`src/rtl/inport_ctrl_pkg.sv`:
```
// Shared constants for the router input-port controller: flit layout,
// flit type codes, crossbar port codes, FSM states and the XY route function.
package inport_ctrl_pkg;

  // Flit MSB index, VC MSB index, port-code MSB index, grant-vector MSB index.
  localparam int DATAW = 15;
  localparam int VCHW  = 1;
  localparam int PORTW = 2;
  localparam int PORT  = 4;
  localparam int NPORT = PORT + 1;

  // Position of the two-bit flit type field inside a flit.
  localparam int FT_HI = DATAW;
  localparam int FT_LO = DATAW - 1;

  typedef enum logic [1:0] {
    FT_BODY   = 2'b00,
    FT_HEAD   = 2'b01,
    FT_TAIL   = 2'b10,
    FT_SINGLE = 2'b11
  } flit_type_t;

  localparam logic [PORTW:0] P_LOCAL = 3'd0;
  localparam logic [PORTW:0] P_NORTH = 3'd1;
  localparam logic [PORTW:0] P_EAST  = 3'd2;
  localparam logic [PORTW:0] P_SOUTH = 3'd3;
  localparam logic [PORTW:0] P_WEST  = 3'd4;

  typedef enum logic [1:0] {
    S_IDLE   = 2'd0,
    S_REQ    = 2'd1,
    S_ACTIVE = 2'd2
  } state_t;

  // Dimension-ordered routing: resolve X completely before moving in Y.
  function automatic logic [PORTW:0] xy_route(input int dst_x, input int dst_y,
                                              input int router_x, input int router_y);
    if (dst_x > router_x) return P_EAST;
    if (dst_x < router_x) return P_WEST;
    if (dst_y > router_y) return P_NORTH;
    if (dst_y < router_y) return P_SOUTH;
    return P_LOCAL;
  endfunction

endpackage

```
`src/rtl/inport_ctrl_inbuf_fifo.sv`:
```
// Input flit buffer: circular FIFO of {vc, flit} words. The head word is
// only meaningful while empty is low (no write-to-read fall-through).
module inbuf_fifo #(
  parameter int DEPTH = 4,
  parameter int W     = 8
) (
  input  logic         clk,
  input  logic         rst_,
  input  logic         wr,
  input  logic [W-1:0] wdata,
  input  logic         rd,
  output logic [W-1:0] head,
  output logic         full,
  output logic         empty
);

  localparam int AW = (DEPTH > 1) ? $clog2(DEPTH) : 1;
  localparam int CW = $clog2(DEPTH + 1);

  logic [W-1:0]  mem [DEPTH];
  logic [AW-1:0] wr_ptr;
  logic [AW-1:0] rd_ptr;
  logic [CW-1:0] count;
  logic          do_wr;
  logic          do_rd;

  function automatic logic [AW-1:0] bump(input logic [AW-1:0] p);
    return (p == AW'(DEPTH - 1)) ? '0 : p + 1'b1;
  endfunction

  // A full FIFO still accepts a write when a read frees a slot the same cycle.
  assign do_rd = rd && !empty;
  assign do_wr = wr && (!full || do_rd);
  assign full  = (count == CW'(DEPTH));
  assign empty = (count == '0);
  assign head  = mem[rd_ptr];

  // Pointer and occupancy bookkeeping.
  // NOTE: clocked state uses non-blocking (<=) so every register samples pre-edge values.
  always_ff @(posedge clk) begin
    if (!rst_) begin
      wr_ptr <= '0;
      rd_ptr <= '0;
      count  <= '0;
    end else begin
      if (do_wr) wr_ptr <= bump(wr_ptr);
      if (do_rd) rd_ptr <= bump(rd_ptr);
      count <= count + CW'(do_wr) - CW'(do_rd);
    end
  end

  // Storage array write port.
  // NOTE: the array is deliberately not reset; empty gates its contents, and a reset would cost a flop-based array.
  always_ff @(posedge clk) begin
    if (do_wr) mem[wr_ptr] <= wdata;
  end

endmodule

```
`src/rtl/inport_ctrl.sv`:
```
// Router input-port controller: buffers incoming flits, XY-routes each head
// flit, requests the chosen crossbar output and streams the packet once
// granted, limited by per-output downstream credits.
module inport_ctrl
  import inport_ctrl_pkg::*;
#(
  parameter int DEPTH    = 4,
  parameter int CRD      = 4,
  parameter int ADDRW    = 2,
  parameter int ROUTER_X = 0,
  parameter int ROUTER_Y = 0
) (
  input  logic             clk,
  input  logic             rst_,
  input  logic [DATAW:0]   idata,
  input  logic             ivalid,
  input  logic [VCHW:0]    ivch,
  output logic             ocredit,
  output logic [PORTW:0]   port,
  output logic             req,
  input  logic [PORT:0]    grt,
  output logic [DATAW:0]   odata,
  output logic             ovalid,
  output logic [VCHW:0]    ovch,
  input  logic [PORT:0]    dcrd
);

  localparam int W  = VCHW + 1 + DATAW + 1;
  localparam int CW = $clog2(CRD + 1);

  state_t                     state;
  logic [W-1:0]               head;
  logic                       full;
  logic                       empty;
  flit_type_t                 head_type;
  logic                       head_is_head;
  logic                       head_is_tail;
  logic                       send;
  logic                       drop;
  logic                       rd;
  logic [PORT:0]              dec;
  logic [NPORT-1:0][CW-1:0]   crd;

  inbuf_fifo #(.DEPTH(DEPTH), .W(W)) u_fifo (
    .clk   (clk),
    .rst_  (rst_),
    .wr    (ivalid),
    .wdata ({ivch, idata}),
    .rd    (rd),
    .head  (head),
    .full  (full),
    .empty (empty)
  );

  assign head_type    = flit_type_t'(head[FT_HI:FT_LO]);
  assign head_is_head = (head_type == FT_HEAD) || (head_type == FT_SINGLE);
  assign head_is_tail = (head_type == FT_TAIL) || (head_type == FT_SINGLE);

  // A flit leaves only in ACTIVE with data, a live grant and a downstream slot.
  assign send = (state == S_ACTIVE) && !empty && grt[port] && (crd[port] != '0);
  // A stray body/tail flit at the front while idle is discarded.
  assign drop = (state == S_IDLE) && !empty && !head_is_head;
  assign rd   = send || drop;
  assign dec  = send ? (NPORT'(1) << port) : '0;

  assign ovalid = send;
  assign odata  = send ? head[DATAW:0] : '0;
  assign ovch   = send ? head[W-1:DATAW+1] : '0;

  // Request/stream FSM with registered req, port and upstream credit pulse.
  always_ff @(posedge clk) begin
    if (!rst_) begin
      state   <= S_IDLE;
      req     <= 1'b0;
      port    <= P_LOCAL;
      ocredit <= 1'b0;
    end else begin
      ocredit <= rd;
      assert (!(ivalid && full && !rd))
        else $error("inport_ctrl: flit written into a full buffer was dropped");
      case (state)
        S_IDLE: begin
          assert (empty || head_is_head)
            else $error("inport_ctrl: non-head flit at buffer front while idle");
          if (!empty && head_is_head) begin
            port  <= xy_route(int'(head[2*ADDRW-1:ADDRW]), int'(head[ADDRW-1:0]),
                              ROUTER_X, ROUTER_Y);
            req   <= 1'b1;
            state <= S_REQ;
          end
        end
        S_REQ: begin
          if (grt[port]) state <= S_ACTIVE;
        end
        S_ACTIVE: begin
          if (send && head_is_tail) begin
            req   <= 1'b0;
            state <= S_IDLE;
          end
        end
        default: state <= S_IDLE;
      endcase
    end
  end

  // Per-output downstream credit counters; a return and a send cancel out.
  always_ff @(posedge clk) begin
    for (int i = 0; i < NPORT; i++) begin
      if (!rst_) begin
        crd[i] <= CW'(CRD);
      end else if (dcrd[i] && !dec[i]) begin
        assert (crd[i] != CW'(CRD))
          else $error("inport_ctrl: credit return on output %0d already at maximum", i);
        if (crd[i] != CW'(CRD)) crd[i] <= crd[i] + 1'b1;
      end else if (dec[i] && !dcrd[i]) begin
        crd[i] <= crd[i] - 1'b1;
      end
    end
  end

endmodule

```
`config.mk`:
```
export PLATFORM = sky130hd
export DESIGN_NAME = inport_ctrl
export DESIGN_NICKNAME = d
export VERILOG_FILES = /design/src/rtl/inport_ctrl_pkg.sv /design/src/rtl/inport_ctrl_inbuf_fifo.sv /design/src/rtl/inport_ctrl.sv
export SDC_FILE = /design/constraint.sdc
export NUM_CORES = 1
export LEC_CHECK = 0
export ABC_AREA = 1
export CAP_MARGIN = 20
export CORE_ASPECT_RATIO = 0.7
export CORE_MARGIN = 2
export CORE_UTILIZATION = 40
export DETAILED_ROUTE_END_ITERATION = 16
export GPL_TIMING_DRIVEN = 1
export PLACE_DENSITY = 0.69
export SYNTH_ARGS = -nofsm -noshare
export SYNTH_HDL_FRONTEND = slang
export SYNTH_HIERARCHICAL = 1
export SYNTH_SLANG_ARGS = --single-unit
```
`constraint.sdc`:
```
create_clock -name clk -period 2.7 [get_ports clk]
set_clock_uncertainty 0.05 [all_clocks]
set_input_delay 0.405 -clock clk [delete_from_list [all_inputs] [get_ports clk]]
set_output_delay 0.405 -clock clk [all_outputs]
set_load 0.02 [all_outputs]
```
### After elaboration in Yosys (flattened, before gate mapping)

Memory sizes are Yosys's and may differ from the RTL's. A register that Yosys moved wholly into a read port is not among the register bits.
Index checks and enable logic that the tools add are counted.

* register bits: 29
* memory bits (writable): 72
* memories kept: 1

* add/sub/neg operators: 14
* $lt $le $gt $ge: 3
* eq/ne operators: 21
* shift operators: 1
* muxes and demuxes: 48
* reductions and logical operators: 53

Memory list
* u_fifo.mem: words 4, bits a word 18, rd ports 1, clocked after memory_dff 1, wr ports 1, RTL line inport_ctrl_inbuf_fifo.sv:20 `logic [W-1:0] mem [DEPTH];`

Operator list (count)
* $mux 3: 20
* $logic_and 1x1->1: 19
* $mux 16: 1
* $mux 2: 8
* $add 3x1->3 const B: 5
* $ne 3x3->1 const B: 5
* $sub 3x1->3 const B: 5
* $mux 1: 14
* $ne 2x1->1 const B: 7
* $logic_not 1->1: 13
* $reduce_and 2->1: 6
* $reduce_bool 2->1: 6
* $eq 2x2->1 const B: 5
* $bmux 3 s3: 1
* $pmux 2 s3: 1
* $reduce_and 3->1: 2
* $mux 5: 1
* $shl 1x3->5 const A: 1
* $add 2x1->2 const B: 2
* $eq 2x1->1 const B: 2
* $gt 2x1->1 const B: 2
* $logic_or 1x1->1: 4
* $lt 3x4->1 const B: 1
* $add 3x1->3: 1
* other kinds (8): 8

### Logic depth before layout (Yosys ltp)

Gate-level depths: netlist (run 1).

* word-level depth: 12
* mapped depth: 18
* mapped depth without buffers: 17

### By module

The synthesis (run 1) kept the hierarchy.

By module, submodules not included
* inbuf_fifo: times used 1, cells an instance 241, area each 3206.8 um^2, sequential area each 2342.2 um^2
* inport_ctrl: times used 1, cells an instance 227, area each 1376.3 um^2, sequential area each 360.3 um^2

### Worst setup path before layout (run 1)

No wires, ideal clock.

* kind: register -> register
* start: register port[1]
* end: memory u_fifo/mem[0][0] (netlist name), enable pin
* arrival: 2.691 ns
* data required time: 2.257 ns
* slack: -0.433 ns
* stages on the path, launching flop included: 14
* path buffers: 1
* period minus slack after synthesis: 3.133 ns
* path through: dfxtp_1 > inv_1 > nor2_4 > nand2_1 > nand2_1 > nor2_2 > nor2_8 > inv_2 > buf_6 > nand2_1 > inv_1 > nand3_2 > nand2_1 > nor2_1

* cells in the longest elaborated chain, start to end: 10

Ends and longest elaborated chain
* start, declared: RTL line inport_ctrl.sv:19 `output logic [PORTW:0] port,`
* start signal, assigned: RTL line inport_ctrl.sv:86 `port <= xy_route(int'(head[2*ADDRW-1:ADDRW]), int'(head[ADDRW-1:0]),`
* $bmux 3 s3 or $bmux 1 s3 (tied branches): RTL line inport_ctrl.sv:60 `assign send = (state == S_ACTIVE) && !empty && grt[port] && (crd[port] != '0);`
* $mux 3 (not written as such) or $mux 1 (tied branches): RTL line inport_ctrl.sv:60
* $reduce_bool 3->1 or $logic_and 1x1->1 (tied branches): RTL line inport_ctrl.sv:60
* $logic_and 1x1->1 *: RTL line inport_ctrl.sv:60
* named net ovalid: RTL line inport_ctrl.sv:23 `output logic ovalid,`
* $logic_or 1x1->1 *: RTL line inport_ctrl.sv:63 `assign rd = send || drop;`
* named net rd: RTL line inport_ctrl.sv:40 `logic rd;`
* $logic_and 1x1->1 *: RTL line inport_ctrl_inbuf_fifo.sv:32 `assign do_rd = rd && !empty;`
* $logic_or 1x1->1 *: RTL line inport_ctrl_inbuf_fifo.sv:33 `assign do_wr = wr && (!full || do_rd);`
* $logic_and 1x1->1 *: RTL line inport_ctrl_inbuf_fifo.sv:33
* $mux 1 *: RTL line inport_ctrl_inbuf_fifo.sv:55 `if (do_wr) mem[wr_ptr] <= wdata;`
* $mux 1 (not written as such) *: RTL line inport_ctrl_inbuf_fifo.sv:55
* end, declared: RTL line inport_ctrl_inbuf_fifo.sv:20

The timed path passes the listed nets; every way through them passes the cells marked *. The select of a mux whose other input is x is not followed.

### Final worst setup path (run 1)

* start: register port[0]
* end: output ovch[0]

* cells in the longest elaborated chain, start to end: 5

Ends and longest elaborated chain
* $bmux 3 s3 or $bmux 1 s3 (tied branches): RTL line inport_ctrl.sv:60
* $mux 3 (not written as such) or $mux 1 (tied branches): RTL line inport_ctrl.sv:60
* $reduce_bool 3->1 or $logic_and 1x1->1 (tied branches): RTL line inport_ctrl.sv:60
* $logic_and 1x1->1 *: RTL line inport_ctrl.sv:60
* $mux 2 *: RTL line inport_ctrl.sv:68 `assign ovch = send ? head[W-1:DATAW+1] : '0;`
* end, declared: RTL line inport_ctrl.sv:24 `output logic [VCHW:0] ovch,`

Mark *: on every way between the ends. The rest lies on a longest branch, timed or not. The select of a mux whose other input is x is not followed.

==> results of run 1 <==
routing by layer:
| metal | routed length [µm] | up-vias | global-route usage (%) | part of all wire, % |
|---|---|---|---|---|
| met5 | 0 | - | 0 | 0 |
| met4 | 191 | 0 | 6.88 | 2.0 |
| met1 | 4080 | 1608 | 18.7 | 43 |
| met2 | 4760 | 76 | 28.7 | 50 |
| met3 | 461 | 19 | 4.44 | 4.9 |
| li1 | - | 1703 | - | - |
timing repair:
item,CTS,global route
gates resized for setup,21,3
endpoints found under the hold margin,0,0
setup endpoints to repair,18,35
how the worst min path moves through the flow:
stage	from	to	cells after the start
2_1_floorplan	u_fifo/rd_ptr[1]	flop	2
3_3_place_gp	req	req	2
3_5_place_dp	req	req	2
4_1_cts	req	req	2
5_1_grt	req	req	2
6_report	req	req	2
critical path: stages, from the launching register on:
cell	delay, ps
dfxtp_2	440
inv_2	60
nor2_2	150
nand2_1	110
nand2_1	110
nor2_2	70
nor2_8	110
inv_2	60
buf_12	140
nor2_1	130
dlygate4sd2_1	350
layout by cell type (no fill, tap or decap), drive strengths merged:
cell	n
inv	68
a21boi	1
a211oi	1
dlymetal6s2s	1
nand3	40
or2	2
bufinv	1
edfxtp	72
clkinv	2
dlygate4sd2	18
o21ai	38
o22ai	18
clkdlybuf4s50	32
buf	23
nand4	8
nor3	1
nand3b	3
xor2	1
nand2	63
fa	5
dfxtp	27
nor2	92
clkinvlp	3
a21oi	8
ha	6
conb	1
clkbuf	9
report_power, final:
group / total [mW] / internal [mW] / switching [mW]
Clock: 1.27 / 0.721 / 0.551
Combinational: 1.37 / 0.523 / 0.846
Sequential: 1.96 / 1.84 / 0.120
layout make-up:
cell class                 count  area [µm²]  area share [%]
clock buffer                   9         225            3.95
clock inverter                 7        73.8            1.29
inverter                      67         255            4.48
multi-input combinational    288        1530            26.8
sequential                    99        2710            47.5
tap                          153         191            3.36
timing repair buffer          74         721            12.6
registers in the layout (all words and copies together), names as in the netlist, named ones only:
name	count
u_fifo/rd_ptr	2
u_fifo/wr_ptr	2
crd	12
u_fifo/count	3
state	2
port	2
ocredit	1
req	1
u_fifo/mem	72
metrics by stage:
step | power, mW | cell area [µm²] | TNS (ps) | worst slack, ps
after floorplan | 2.93 | 4590 | -2870 | -39.9
after global placement | 3.29 | 5410 | -56.8 | -27.2
after detailed placement | 3.35 | 5410 | -135 | -56.1
after CTS | 4.64 | 5700 | 0 | 57.4
after global routing | 4.89 | 5700 | 0 | 19.7
final | 4.60 | 5700 | 0 | 172
==> impl_results.md, run 1 <==
* H-tree depth at 3
* Cell count after synthesis at 467
* Final Hold Viols at 0
* Vias in the first global route at 3,325
* Core area at 0.0111 mm²
* Crit path DAT at 2070 ps
* Synth-to-Final Area Change at 24.5%
* Ys Warns at 6
* Synth Area per Inst at 9.81 µm²
* Clk slew on worst S/H paths at 70 ps
* Reg2reg path depth at 16
* Initial DRC count at 195
* Layout Nets at 581
* Via-to-Cell Ratio at just under 5
* PD cells at 807 mW/mm²
* DRT Wirelength at 9490 µm
* Critical path type: reg2out
* Initial Util at approximately two fifths
* Die width at 132 µm
* Crit share post-route at 93.6%
* Status: finished, final reports clean
* Post-route non-filler standard cell count at 697
* Cts bufs inserted at 9
* DRC at 0
* Max-cap violations at 0
* LEAKAGE at ~2.4 nW
* Top Ports at 55
* Skew-Pair Late Insertion Delay at 340 ps
* Placer Congestion at 0.780
* Final min period at 2530 ps
* Critical Path Source: port[0]
* VDD IR max at 357 µV
* Crit path to: ovch[0]
* CTS tree: done
* CTS root buffer: clkbuf_16
* FMAX at 396 MHz
* Setup Viol. Count Final at 0
* Worst R2R Start: port[1]
* WHS at 426 ps
* CTS sink cnt at 99
* Worst-path maximum fanout at 12
* Critical Path Start Type: flop
* RSZ-0062 raised after global routing: false
* Req. time, crit path at roughly 2300 ps
* I/O Buffers at 51
* Fillers at around 1,000
* Detailed-route via count at 3,406
* Mapped cell area at 0.00458 mm²
* HPWL after DPL at 6710 µm
* Drt wl/cell at approximately 14 µm
* ANT nets after route at 0
* FP Rows at 32
* Pin count of the biggest net entering global routing at 21
* Final core utilization at 51.4%
* # hold bufs at CTS at 0
* Pins Over Slew Limit at 0
* Initial antenna violation count at 0
* Die area at around 0.012 mm²
* CP Capture Type: output pin
* Share of cells above drive strength 1 at 13.2%
* Placed insts at ~680
* Global-route wire length before repair at around 15,000 µm
* Reg2reg setup slack at ~230 ps
* Die height at between 90 and 100 µm
* DR pass1 iterations at 4
* Postcts setup bufs at 0
* Worst Hold Class: reg2reg
* Syn Nets at 509
* Gr usage total at 16.2%
* GRT overflow at 0
* ANT cells at 0
* CTS max path bufs at 2
* Reg2reg end: u_fifo/count[2]
(Power assumes the default switching activity.)
==> run 2, diff against run 1 <==
--- a/config.mk
+++ b/config.mk
@@ -13,6 +13,7 @@
 export DETAILED_ROUTE_END_ITERATION = 16
 export GPL_TIMING_DRIVEN = 1
 export PLACE_DENSITY = 0.69
+export SKIP_LAST_GASP = 1
 export SYNTH_ARGS = -nofsm -noshare
 export SYNTH_HDL_FRONTEND = slang
 export SYNTH_HIERARCHICAL = 1
==> results of run 2 <==
Final layout, timing and power as in run 1 (identical DEF).
==> run 3, diff against run 2 <==
--- a/config.mk
+++ b/config.mk
@@ -7,11 +7,10 @@
 export LEC_CHECK = 0
 export ABC_AREA = 1
 export CAP_MARGIN = 20
-export CORE_ASPECT_RATIO = 0.7
 export CORE_MARGIN = 2
 export CORE_UTILIZATION = 40
 export DETAILED_ROUTE_END_ITERATION = 16
-export GPL_TIMING_DRIVEN = 1
+export GPL_TIMING_DRIVEN = 0
 export PLACE_DENSITY = 0.69
 export SKIP_LAST_GASP = 1
 export SYNTH_ARGS = -nofsm -noshare
==> run 3 against run 2 <==
Effect of this change:
- die area decreased by 0.11%
- clock power about the same
- utilization increased by 0.16 points
- sequential share of layout area decreased by 0.84 points
==> impl_results.md, run 3 (same netlist as run 1, synthesis figures left out) <==
* # hold bufs at CTS at 0
* Post-DP Area at 0.00528 mm²
* Reg2reg path depth at 16
* Worst Hold Class: reg2reg
* Critical Path Start Type: primary input
* Synth-to-Final Area Change at 27.0%
* Via-to-Cell Ratio at 4.94
* Req. time, crit path at around 2300 ps
* Cts bufs inserted at 9
* PD cells at 810 mW/mm²
* Worst-path maximum fanout at 10
* Reg2reg setup slack at about 160 ps
* Max-cap violations at 0
* Initial DRC count at 257
* DR pass1 iterations at 4
* Die width at 111 µm
* Drt wl/cell at approximately 14 µm
* Biggest regs: u_fifo/mem (72), crd (12), u_fifo/count (3)
* Status: finished, final reports clean
* ANT cells at 0
* Vias in the first global route at 3,369
* Critical Path Source: grt[1]
* Die height at 111 µm
* Most common cell after layout, fill and taps aside: nor2_1
* Max reg flops at 72
* Worst hold path startpoint: u_fifo/rd_ptr[1]
* Die area at between 0.01 and 0.015 mm²
* FF/Latch Area at 0.00271 mm²
* Skew-Pair Late Insertion Delay at 350 ps
* Global-route wire length before repair at between 15,000 and 20,000 µm
* Gr usage total at 16.7%
* I/O Buffers at 51
* Post-route non-filler standard cell count at 686
* CTS root buffer: clkbuf_16
* CTS tree: done
* GRT overflow at 0
* Placement Setup Slack at -996 ps
* Core area at 0.0113 mm²
* Crit share post-route at 96.0%
* HPWL after DPL at between 6000 and 7000 µm
* Layout Nets at 580
* Placed insts at 661
* CP Capture Type: output pin
* Share of cells above drive strength 1 at 14.5%
* Biggest register: u_fifo/mem
* Area occupied by multi-input gates at approximately 0.0016 mm²
* CTS sink cnt at just under 100
* Design Area, Final at just under 0.006 mm²
* Pin count of the biggest net entering global routing at 19
* Final WS setup at 108 ps
* LEAKAGE at between 2 and 3 nW
* Critical path type: in2out
* Final min period at 2590 ps
* Initial antenna violation count at 0
* Setup Viol. Count Final at 0
* FP Rows at 39
* Detailed-route via count at ~3,400
* FMAX at 386 MHz
* Clk slew on worst S/H paths at ~60 ps
* Fillers at between 1,000 and 1,500
* Hold path depth at 2
* ANT nets after route at 0
* Pins Over Slew Limit at 0
* CTS max path bufs at 2
* VDD IR max at 505 µV
* Top Ports at 55
* Crit path DAT at 2140 ps
* DRC at 0
* RSZ-0062 raised after global routing: true
* Initial Util at 40.6%
* WHS at 445 ps
* H-tree depth at 3
* Placer Congestion at 0.845
* DRT Wirelength at 9860 µm
* Final Hold Viols at 0
* Most frequent cells in the layout: nor2_1 (79), edfxtp_1 (72), inv_1 (59), nand2_1 (55), nand3_1 (35)
* Reg2reg end: u_fifo/count[2]
* Total power at 4.71 mW
## run 3: cell count changes in the layout (fill, tap and decap cells not counted), moves of 3 or more
cell / change
dfxtp_2: -3
inv_8: +3
dlygate4sd2_1: -11
buf_4: -6
nor2_2: -8
nand2_1: -3
nor2_4: +8
dlymetal6s2s_1: +5
clkinvlp_4: -3
## run 3: how the worst max path moves through the flow
| stage | end | slack (ps) | depth (start not counted) |
|---|---|---|---|
| floorplan | u_fifo/mem[0][0] | -40 | 13 |
| global placement | u_fifo/mem[0][16] | -910 | 14 |
| detailed placement | u_fifo/mem[0][16] | -1000 | 14 |
| CTS | u_fifo/count[2] | 10 | 18 |
| global route | u_fifo/count[2] | -40 | 18 |
| finish | odata[4] | 110 | 10 |
## run 3: cell type report
| class | count | share of cell area, % |
|---|---|---|
| multi-input cells | 288 | 27.5 |
| inverters | 67 | 4.54 |
| clock inverters | 6 | 1.23 |
| clock buffers | 10 | 3.94 |
| well taps | 143 | 3.08 |
| repair buffers | 60 | 11.0 |
| flip-flops and latches | 99 | 46.6 |
| plain buffers | 13 | 2.11 |
## run 3: what timing repair did
action	in CTS	in global routing
pin swaps	6	2
setup buffers	6	3
gates resized for setup	37	16
endpoints found under the setup margin	92	10
## run 3: metrics by stage
step	utilization (%)	TNS, ps
2_1_floorplan	-	-2870
4_1_cts	50.9	0
6_report	51.6	0
3_3_place_gp	46.9	-69070
5_1_grt	51.6	-41.2
3_5_place_dp	46.9	-75530
## run 3: worst max-delay path, cell delays in order
cell and delay, ps:
clkdlybuf4s50_1 470, nand3_1 70, nand2_1 110, nor2_4 60, inv_2 70, nand2_4 60
nor2_8 140, inv_8 60, nor2_1 80, clkdlybuf4s50_1 600
## run 3: routing by layer
| metal | GRT usage [%] | routed length [µm] |
|---|---|---|
| met1 | 20.2 | 4290 |
| met2 | 29.0 | 4940 |
| met3 | 5.14 | 497 |
| met4 | 4.58 | 133 |
| met5 | 0 | 0 |
## run 3: where the power goes
part | internal (mW) | total, mW | switching (mW) | leakage, nW
sequential | 1.84 | 1.96 | 0.116 | 0.882
combinational | 0.560 | 1.46 | 0.902 | 1.49
clock | 0.731 | 1.29 | 0.554 | 0.151
